`src/rtl/cpu_pipe_pkg.sv`:
```
// Shared pipeline constants for the hazard/stall logic: Tuse/Tnew encodings,
// the hardwired-zero register and the default mult/div latencies.
package cpu_pipe_pkg;

    // Tuse value meaning "this operand is never read"
    localparam logic [1:0] TUSE_NONE = 2'd3;

    // Tnew encodings: cycles until a producer's result can be forwarded
    localparam logic [1:0] TNEW_READY = 2'd0;
    localparam logic [1:0] TNEW_ONE   = 2'd1;
    localparam logic [1:0] TNEW_TWO   = 2'd2;

    // $zero never carries a dependency
    localparam logic [4:0] REG_ZERO = 5'd0;

    // Busy latencies of the mult/div unit, counted from the issue edge
    localparam int DEFAULT_MULT_CYCLES = 5;
    localparam int DEFAULT_DIV_CYCLES  = 10;

    // One operand against one producer: stall when the value is needed
    // sooner than the producer can supply it.
    function automatic logic src_hazard(
        input logic [4:0] src,
        input logic [1:0] tuse,
        input logic [4:0] dst,
        input logic [1:0] tnew
    );
        return (src == dst) && (tuse < tnew);
    endfunction

endpackage

```
`src/rtl/hazard_stall_ctrl_if.sv`:
```
// Signal bundle between the datapath (master) and the stall controller (slave).
interface hazard_stall_ctrl_if;

    logic [4:0] rs_D;
    logic [4:0] rt_D;
    logic [1:0] tuse_rs_D;
    logic [1:0] tuse_rt_D;
    logic       md_use_D;
    logic [4:0] dst_E;
    logic [1:0] tnew_E;
    logic [4:0] dst_M;
    logic [1:0] tnew_M;
    logic       md_start_E;
    logic       md_is_div_E;
    logic       pc_en;
    logic       d_en;
    logic       e_clr;
    logic       md_busy;

    modport master (
        output rs_D, rt_D, tuse_rs_D, tuse_rt_D, md_use_D,
        output dst_E, tnew_E, dst_M, tnew_M, md_start_E, md_is_div_E,
        input  pc_en, d_en, e_clr, md_busy
    );

    modport slave (
        input  rs_D, rt_D, tuse_rs_D, tuse_rt_D, md_use_D,
        input  dst_E, tnew_E, dst_M, tnew_M, md_start_E, md_is_div_E,
        output pc_en, d_en, e_clr, md_busy
    );

endinterface

```
`src/rtl/hazard_stall_ctrl_md_busy_seq.sv`:
```
// Mult/div busy sequencer: loads a latency on issue, counts down to idle,
// and presents a registered busy flag that is high for exactly that many cycles.
module md_busy_seq #(
    parameter int MULT_CYCLES = 5,
    parameter int DIV_CYCLES  = 10,
    parameter int CNT_W       = 4
) (
    input  logic clk,
    input  logic reset,
    input  logic md_start,
    input  logic md_is_div,
    output logic md_busy
);

    // Latencies are deliberately truncated to the counter width
    localparam logic [CNT_W-1:0] MULT_LOAD = MULT_CYCLES[CNT_W-1:0];
    localparam logic [CNT_W-1:0] DIV_LOAD  = DIV_CYCLES[CNT_W-1:0];

    logic [CNT_W-1:0] cnt_reg;
    logic [CNT_W-1:0] cnt_next;
    logic             busy_reg;
    logic             busy_next;

    // State register: reset wins over any load in the same cycle
    always_ff @(posedge clk) begin
        if (reset) begin
            cnt_reg  <= '0;
            busy_reg <= 1'b0;
        end else begin
            cnt_reg  <= cnt_next;
            busy_reg <= busy_next;
        end
    end

    // Next state: decrement while busy (never below zero), load only when idle
    always_comb begin
        cnt_next = cnt_reg;
        if (cnt_reg != '0) begin
            cnt_next = cnt_reg - 1'b1;
        end else if (md_start) begin
            cnt_next = md_is_div ? DIV_LOAD : MULT_LOAD;
        end
        busy_next = (cnt_next != '0);
    end

    // Output: busy flag straight from its register
    always_comb begin
        md_busy = busy_reg;
    end

endmodule

```
`src/rtl/hazard_stall_ctrl.sv`:
```
// Central stall controller for the five-stage pipeline. Combines Tuse/Tnew
// dependency stalls on the D instruction with the mult/div busy stall and
// drives PC enable, F/D enable and the D/E flush in the same cycle.
// Optional build macro STALL_STATS_EN adds a 32-bit stall_cycles counter port.
module hazard_stall_ctrl
    import cpu_pipe_pkg::*;
#(
    parameter int MULT_CYCLES = DEFAULT_MULT_CYCLES,
    parameter int DIV_CYCLES  = DEFAULT_DIV_CYCLES,
    parameter int CNT_W       = 4
) (
    input  logic               clk,
    input  logic               reset,
    hazard_stall_ctrl_if.slave hz
`ifdef STALL_STATS_EN
    ,
    output logic [31:0]        stall_cycles
`endif
);

    logic [4:0] src_reg  [2];
    logic [1:0] src_tuse [2];
    logic [1:0] src_stall;
    logic       md_stall;
    logic       stall;
    logic       md_busy_int;

    assign src_reg[0]  = hz.rs_D;
    assign src_reg[1]  = hz.rt_D;
    assign src_tuse[0] = hz.tuse_rs_D;
    assign src_tuse[1] = hz.tuse_rt_D;

    // Per-operand dependency check against the E and M producers
    generate
        for (genvar gi = 0; gi < 2; gi++) begin : g_src
            always_comb begin
                src_stall[gi] = (src_reg[gi] != REG_ZERO) &&
                    (src_hazard(src_reg[gi], src_tuse[gi], hz.dst_E, hz.tnew_E) ||
                     src_hazard(src_reg[gi], src_tuse[gi], hz.dst_M, hz.tnew_M));
            end
        end
    endgenerate

    md_busy_seq #(
        .MULT_CYCLES (MULT_CYCLES),
        .DIV_CYCLES  (DIV_CYCLES),
        .CNT_W       (CNT_W)
    ) u_md_busy_seq (
        .clk       (clk),
        .reset     (reset),
        .md_start  (hz.md_start_E),
        .md_is_div (hz.md_is_div_E),
        .md_busy   (md_busy_int)
    );

    // A mult/div-family instruction in D waits while the unit is busy or
    // while a mult/div is issuing from E right now
    always_comb begin
        md_stall = hz.md_use_D && (md_busy_int || hz.md_start_E);
        stall    = (|src_stall) || md_stall;
    end

    // Output mapping: freeze F/D and PC, bubble E
    always_comb begin
        hz.pc_en   = ~stall;
        hz.d_en    = ~stall;
        hz.e_clr   = stall;
        hz.md_busy = md_busy_int;
    end

`ifdef STALL_STATS_EN
    logic [31:0] stall_cycles_reg;

    // Stall-cycle counter, free-running modulo 2^32
    always_ff @(posedge clk) begin
        if (reset) begin
            stall_cycles_reg <= '0;
        end else if (stall) begin
            stall_cycles_reg <= stall_cycles_reg + 32'd1;
        end
    end

    assign stall_cycles = stall_cycles_reg;
`endif

endmodule

```
`src/flat_wrapper.sv`:
```
// flat-port wrapper written by rule: the top's interface ports become plain ports
module hazard_stall_ctrl_flat import cpu_pipe_pkg::*;
#(
    parameter int MULT_CYCLES = DEFAULT_MULT_CYCLES,
    parameter int DIV_CYCLES  = DEFAULT_DIV_CYCLES,
    parameter int CNT_W       = 4
)
  (clk, reset, hz_rs_D, hz_rt_D, hz_tuse_rs_D, hz_tuse_rt_D, hz_md_use_D, hz_dst_E, hz_tnew_E, hz_dst_M, hz_tnew_M, hz_md_start_E, hz_md_is_div_E, hz_pc_en, hz_d_en, hz_e_clr, hz_md_busy);
  hazard_stall_ctrl_if hz_i ();
  input  logic clk;
  input  logic reset;
  input wire logic [$bits(hz_i.rs_D)-1:0] hz_rs_D;
  input wire logic [$bits(hz_i.rt_D)-1:0] hz_rt_D;
  input wire logic [$bits(hz_i.tuse_rs_D)-1:0] hz_tuse_rs_D;
  input wire logic [$bits(hz_i.tuse_rt_D)-1:0] hz_tuse_rt_D;
  input wire logic [$bits(hz_i.md_use_D)-1:0] hz_md_use_D;
  input wire logic [$bits(hz_i.dst_E)-1:0] hz_dst_E;
  input wire logic [$bits(hz_i.tnew_E)-1:0] hz_tnew_E;
  input wire logic [$bits(hz_i.dst_M)-1:0] hz_dst_M;
  input wire logic [$bits(hz_i.tnew_M)-1:0] hz_tnew_M;
  input wire logic [$bits(hz_i.md_start_E)-1:0] hz_md_start_E;
  input wire logic [$bits(hz_i.md_is_div_E)-1:0] hz_md_is_div_E;
  output wire logic [$bits(hz_i.pc_en)-1:0] hz_pc_en;
  output wire logic [$bits(hz_i.d_en)-1:0] hz_d_en;
  output wire logic [$bits(hz_i.e_clr)-1:0] hz_e_clr;
  output wire logic [$bits(hz_i.md_busy)-1:0] hz_md_busy;
  assign hz_i.rs_D = hz_rs_D;
  assign hz_i.rt_D = hz_rt_D;
  assign hz_i.tuse_rs_D = hz_tuse_rs_D;
  assign hz_i.tuse_rt_D = hz_tuse_rt_D;
  assign hz_i.md_use_D = hz_md_use_D;
  assign hz_i.dst_E = hz_dst_E;
  assign hz_i.tnew_E = hz_tnew_E;
  assign hz_i.dst_M = hz_dst_M;
  assign hz_i.tnew_M = hz_tnew_M;
  assign hz_i.md_start_E = hz_md_start_E;
  assign hz_i.md_is_div_E = hz_md_is_div_E;
  assign hz_pc_en = hz_i.pc_en;
  assign hz_d_en = hz_i.d_en;
  assign hz_e_clr = hz_i.e_clr;
  assign hz_md_busy = hz_i.md_busy;
  hazard_stall_ctrl #(.MULT_CYCLES(MULT_CYCLES), .DIV_CYCLES(DIV_CYCLES), .CNT_W(CNT_W)) u_core (.clk(clk), .reset(reset), .hz(hz_i));
endmodule
```
`config.mk`:
```
export PLATFORM = sky130hd
export DESIGN_NAME = hazard_stall_ctrl_flat
export DESIGN_NICKNAME = d
export VERILOG_FILES = /design/src/rtl/cpu_pipe_pkg.sv /design/src/rtl/hazard_stall_ctrl_if.sv /design/src/rtl/hazard_stall_ctrl_md_busy_seq.sv /design/src/rtl/hazard_stall_ctrl.sv /design/src/flat_wrapper.sv
export SDC_FILE = /design/constraint.sdc
export NUM_CORES = 1
export LEC_CHECK = 0
export ABC_CLOCK_PERIOD_IN_PS = 4300
export BUFFER_PORTS_ARGS = -buffer_cell sky130_fd_sc_hd__buf_4
export CAP_MARGIN = 20
export CORE_AREA = 2 2 67 44
export CTS_CLUSTER_DIAMETER = 100
export CTS_CLUSTER_SIZE = 28
export DETAILED_ROUTE_END_ITERATION = 16
export DIE_AREA = 0 0 69 46
export GPL_TIMING_DRIVEN = 0
export PLACE_DENSITY = 0.49
export SKIP_CTS_REPAIR_TIMING = 1
export SYNTH_ARGS = -nofsm -noshare
export SYNTH_HDL_FRONTEND = slang
export SYNTH_SLANG_ARGS = --single-unit
```
`constraint.sdc`:
```
create_clock -name clk -period 4.3 [get_ports clk]
set_clock_uncertainty 0.2 [all_clocks]
set_input_delay 0.86 -clock clk [delete_from_list [all_inputs] [get_ports clk]]
set_output_delay 0.86 -clock clk [all_outputs]
set_load 0.03 [all_outputs]
```
==> metrics.md, run 1 <==
| Metric | Value |
|---|---|
| Register area | 100 sq um |
| Most common cell after layout, fill and taps aside | buf_4 |
| Fill count | 266 |
| Hold EP | u_core.u_md_busy_seq.cnt_reg[3] |
| Fin crit share | between 80% and 90% |
| CTS tree | done |
| PD cells | 379 nW/um^2 |
| Final Max Tran Viols | 0 |
| Worst-margin pin slew | 0.371 ns |
| Hold Crit Class | reg -> reg |
| Drt wl/cell | between 10 and 15 um |
| Port Buf Inserts | 36 |
| I/O pin count | 37 |
| Internal reg-to-reg setup slack | 2.39 ns |
| Final WL | around 1.9 mm |
| Achievable Freq | between 200 and 300 MHz |
| Worst-case clock buffer depth | 2 |
| Final ANT Viol Nets | 0 |
| RSZ-0062 raised after global routing | no |
| Design Area, Final | around 1000 sq um |
| Chip height | roughly 46 um |
| Clk sinks | 5 |
| Chip Width | a little under 70 um |
| VDD IR max | about 0.00011 V |
| Initial antenna violation count | 0 |
| R2r endpoint | u_core.u_md_busy_seq.md_busy |
| Status | finished, final reports clean |
| Synthesized area per cell | between 8 and 9 sq um |
| Final hold violations | 0 |
| CTS clock-pin slew for the worst setup and hold paths | approximately 0.030 ns |
| Global Route Usage Sum | 12.9% |
| Crit path DAT | between 2 and 2.5 ns |
| Max reg flops | 4 |
| Crit Path Class | in -> out |
| Detailed-route via count | around 670 |
| First-pass GRT wire length | ~3.2 mm |
| Non-filler instance count after layout | about 150 |
| #FFs+latches synth | 5 |
| Vias per Instance | between 4 and 5 |
| Most frequent cells in the layout | buf_4, xnor2_1, xor2_1 |
| Maximum number of pins on one net before global-route repair | 6 |
| DR iter-0 viols | 26 |
| Place WS | roughly 0.8 ns |
| Critical path required time | between 3 and 4 ns |
| WHS | around 0.30 ns |
| Nets | around 150 |
| FF-to-FF path depth | 6 |
| Setup TNS after final layout | 0 ns |
| Placed cell count | 144 |
| Multi-input gate area in the final layout | around 530 sq um |
| Clock latency at the later pin of the worst-skew pair | roughly 0.22 ns |
| Cts bufs inserted | 3 |
| Fin worst setup slack | 0.794 ns |
| CP max FO | 2 |
| Max-cap viol count | 0 |
| Relative slew slack | approximately three quarters |
| Post-Syn Nets | around 110 |
| Drt pass-1 iters | 4 |
| Die Area | ~3200 sq um |
| Post-synthesis cell type count | 27 |
| Final Power | between 0.3 and 0.4 mW |
| Crit path capture type | output pin |
| Gate count of the mapped netlist | 74 |
| Rows | 15 |
| Post-layout util | 38.6% |
| Total number of yosys warnings | 0 |
| N_diodes | 0 |
| Placed cell area | about 970 sq um |
| H-tree levels | 1 |
| Area grow syn2layout | 54.5% |
| Core area | about 2600 sq um |
| Vias in the first global route | 696 |
| Layout cells sized above 1 | 41.2% |
| Min Tclk post-route | 3.51 ns |
| Post-route DRC violation count | 0 |
| CP Launch Type | primary input |
| HP Start | u_core.u_md_busy_seq.cnt_reg[3] |
| GPL Wtd Cong | 0.739 |
| Initial Util | 25.0% |
| Hold Crit Depth | 1 |
| Mapped cell area | between 600 and 700 sq um |
| R2r startpoint | u_core.u_md_busy_seq.cnt_reg[0] |
| Leakage power | 0.439 nW |
| Sequential fraction of the synthesis area | about 15% |
| Root buffer cell | clkbuf_8 |
| Global route overflow | 0 |
| Detailed Place HPWL | 1.70 mm |
| Final setup viols | 0 |
==> how the worst max path moves through the flow <==
| stage | start | depth (start not counted) | end | slack [ns] |
|---|---|---|---|---|
| floorplan | hz_tnew_E[1] | 7 | hz_pc_en | 1.00 |
| global placement | hz_tnew_M[1] | 9 | hz_pc_en | 0.78 |
| detailed placement | hz_tnew_M[1] | 9 | hz_pc_en | 0.80 |
| CTS | hz_tnew_M[1] | 9 | hz_pc_en | 0.79 |
| global route | hz_tnew_M[1] | 9 | hz_pc_en | 0.71 |
| finish | hz_tnew_M[1] | 9 | hz_pc_en | 0.79 |
==> final cells by class <==
type | count | share of cell area [%]
buffer | 1 | 0.740
clock buffer | 4 | 4.44
inverter | 5 | 1.85
multi-input combinational | 63 | 52.3
sequential | 5 | 9.86
tap | 34 | 4.19
timing repair buffer | 36 | 26.6
==> worst max-delay path: stages <==
cell	delay, ns
buf_4	0.08
inv_1	0.04
ha_1	0.30
a2111oi_2	0.38
nand4_1	0.15
o2bb2ai_1	0.18
and3_1	0.18
buf_4	0.13
buf_4	0.15
==> cells by family after synthesis <==
logic type	Yosys count	synth area share [%]
buffers and inverters	6	4.00
flip-flops	5	15.2
AND/OR/NAND/NOR	22	23.2
XOR/XNOR	20	26.7
AO/OA/AOI/OAI	16	21.3
adder cells (fa/ha/maj)	5	9.52
==> cells in the mapped netlist <==
master	number	area share (%)
nor3_1	1	0.76
xor2_1	9	12
o21ai_0	4	3.0
nand2b_1	4	3.8
nor2_2	1	0.95
a21oi_1	3	2.3
o2bb2ai_1	2	2.7
a2111oi_2	2	4.6
nor3_2	1	1.5
dfxtp_1	5	15
nand4_1	4	3.8
nand2b_4	1	2.1
ha_1	5	9.5
a211oi_1	3	3.4
o21bai_1	1	1.1
nor2b_1	1	0.95
buf_4	1	1.1
nor2_1	1	0.57
nand3_1	1	0.76
inv_1	5	2.9
a2111oi_4	1	4.2
nor2b_4	1	2.1
or4_1	3	3.4
nand2_1	1	0.57
xnor2_1	11	15
nor4_1	1	0.95
and3_1	1	0.95
==> metal layers <==
layer | vias to the layer above | global-route usage [%] | wire, um | share of wire [%]
met1 | 301 | 19.3 | 994 | 53
met4 | 0 | 5.10 | 0 | 0
met5 | - | 0 | 0 | 0
li1 | 349 | - | - | -
met2 | 15 | 19.0 | 807 | 43
met3 | 0 | 1.33 | 77 | 4.1
==> where the power goes <==
part / switching [mW] / leakage [nW] / internal (mW) / total, mW
Combinational: 0.104 / 0.374 / 0.107 / 0.211
Clock: 0.0208 / 0.0228 / 0.0634 / 0.0843
Sequential: 0.0203 / 0.0417 / 0.0686 / 0.0889
Power figures use the tool's default switching activity.
==> inputs of run 2 (changes only) <==
Settings changed: ABC_CLOCK_PERIOD_IN_PS 4300 to 3080, PLACE_DENSITY 0.49 to 0.51.
Clock period 4.3 ns to 3.08 ns, I/O delays scaled along.
==> run 2 against run 1 <==
Compared with the run above:
- die area did not move
- register-to-register slack got worse by 1.3 ns
- global-route usage barely moved
- critical path depth did not move
- critical path type unchanged
- largest cell class unchanged
- largest power group unchanged
- highest routed layer is now met4
==> metrics.md, run 2 (synthesis gave the netlist of run 1 again) <==
| Metric | Value |
|---|---|
| Final setup viols | 0 (unchanged) |
| Detailed-route via count | 671 (+0.90%) |
| Final ANT Viol Nets | 0 (unchanged) |
| Placed cell count | 144 (unchanged) |
| Crit Path Class | in -> out |
| Detailed Place HPWL | 1.67 mm (-1.7%) |
| Most frequent cells in the layout | buf_4, xnor2_1, xor2_1 |
| Global route overflow | 0 (unchanged) |
| Hold Crit Class | reg -> reg |
| Fill count | 274 (+3.0%) |
| Achievable Freq | between 300 and 400 MHz |
| PD cells | 525 nW/um^2 (+39%) |
| Final Max Tran Viols | 0 (unchanged) |
| Final Power | 0.549 mW (+43%) |
| Layout cells sized above 1 | 42.1% (+0.88 points) |
| Crit path capture type | output pin |
| Drt pass-1 iters | 4 (unchanged) |
| Core area | 2630 sq um (unchanged) |
| Place WS | 0.0863 ns (-0.715 ns) |
| Initial Util | 25.0% (unchanged) |
| Global Route Usage Sum | 12.9% (about the same) |
| CP max FO | 2 (unchanged) |
| Fin worst setup slack | 0.103 ns (-0.691 ns) |
| Chip height | 46 um (unchanged) |
| First-pass GRT wire length | 3.08 mm (-3.7%) |
| Relative slew slack | 81.2% (+6.0 points) |
| H-tree levels | 1 (unchanged) |
| Root buffer cell | clkbuf_8 |
| Setup TNS after final layout | 0 ns (unchanged) |
| GPL Wtd Cong | 0.840 (+14%) |
| Rows | 15 (unchanged) |
| CTS clock-pin slew for the worst setup and hold paths | 0.03 ns (about the same) |
| Status | finished, final reports clean |
| Maximum number of pins on one net before global-route repair | 6 (unchanged) |
| FF-to-FF path depth | 6 (unchanged) |
| Post-route DRC violation count | 0 (unchanged) |
| Fin crit share | between 90% and 100% |
| Area grow syn2layout | 59.2% |
| Crit path DAT | 2.16 ns (-0.29 ns) |
| Max-cap viol count | 0 (unchanged) |
| Critical path required time | 2.26 ns (-0.98 ns) |
| Worst-case clock buffer depth | 2 (unchanged) |
| Vias per Instance | 4.53 (+0.90%) |
| I/O pin count | 37 (unchanged) |
| Max reg flops | 4 (unchanged) |
| Die Area | 3170 sq um (unchanged) |
| VDD IR max | 0.000143 V (+25%) |
| Vias in the first global route | 676 (-2.9%) |
| Port Buf Inserts | 36 (unchanged) |
| CTS tree | done |
| Hold Crit Depth | 1 (unchanged) |
| Multi-input gate area in the final layout | 562 sq um (+5.9%) |
| GR Util met1 | 17.6% (-1.7 points) |
| Final WL | 1.90 mm (+1.1%) |
| Clk sinks | 5 (unchanged) |
| Most Crowded Layer GR | met2 |
| Leakage power | 0.441 nW (+0.60%) |
| Register area | 100 sq um (unchanged) |
| Initial antenna violation count | 0 (unchanged) |
| Drt wl/cell | 12.8 um (+1.1%) |
| Most common cell after layout, fill and taps aside | buf_4 |
| Nets | 153 (unchanged) |
| Clock latency at the later pin of the worst-skew pair | 0.22 ns (about the same) |
| Met3 Use GR | 2.21% (+0.88 points) |
| Min Tclk post-route | 2.98 ns |
| CP Launch Type | primary input |
| Design Area, Final | 1050 sq um (+3.1%) |
| Non-filler instance count after layout | 148 (unchanged) |
| N_diodes | 0 (unchanged) |
| Cts bufs inserted | 3 (unchanged) |
| Final hold violations | 0 (unchanged) |
| Placed cell area | 970 sq um (unchanged) |
| DR iter-0 viols | 22 (-15%) |
| Chip Width | 69 um (unchanged) |
| Met2 Usage GRT | 19.8% (+0.77 points) |
| RSZ-0062 raised after global routing | no |
| Worst-margin pin slew | 0.281 ns (-0.0907 ns) |
[run 2: cell counts in the layout (fill, tap and decap cells not counted)]
No cell type changed its count.
[run 2: worst max-delay path, stage by stage]
cell and delay [ns]:
buf_4 0.11, inv_1 0.10, ha_1 0.28, a2111oi_4 0.31
nand4_1 0.16, o2bb2ai_2 0.16, and3_1 0.16, buf_4 0.13
buf_4 0.15
[run 2: final timing paths]
| kind | from | end | slack, ns |
|---|---|---|---|
| worst min register to register | u_core.u_md_busy_seq.cnt_reg[3] | u_core.u_md_busy_seq.cnt_reg[3] | 0.31 |
| worst max-delay path | hz_tnew_E[1] | hz_pc_en | 0.10 |
| worst min-delay path | u_core.u_md_busy_seq.cnt_reg[3] | u_core.u_md_busy_seq.cnt_reg[3] | 0.31 |
| worst max register to register | u_core.u_md_busy_seq.cnt_reg[0] | u_core.u_md_busy_seq.md_busy | 1.13 |
[run 2: stage by stage]
step                hold slack [ns]  utilization [%]
floorplan                     0.261                -
global placement              0.298             36.9
detailed placement            0.303             36.9
CTS                           0.301             38.6
global route                  0.342             39.8
finish                        0.305             39.8
[run 2: final cells by class]
class,instances,share of cell area (%)
multi-input combinational,63,53.7
timing repair buffer,36,25.8
inverter,5,1.79
buffer,1,0.718
clock buffer,4,4.31
sequential,5,9.57
tap,34,4.07
[run 2: power by group]
group | leakage (nW) | internal [mW] | total, mW | switching [mW]
logic | 0.377 | 0.153 | 0.305 | 0.152
clock network | 0.0228 | 0.0888 | 0.121 | 0.0322
registers | 0.0417 | 0.0957 | 0.124 | 0.0278
[run 2: per-layer routing]
layer  vias to the layer above  wire length, um
met5                         -                0
li1                        349                -
met1                       304              974
met4                         0               45
met3                         4               55
met2                        14              825
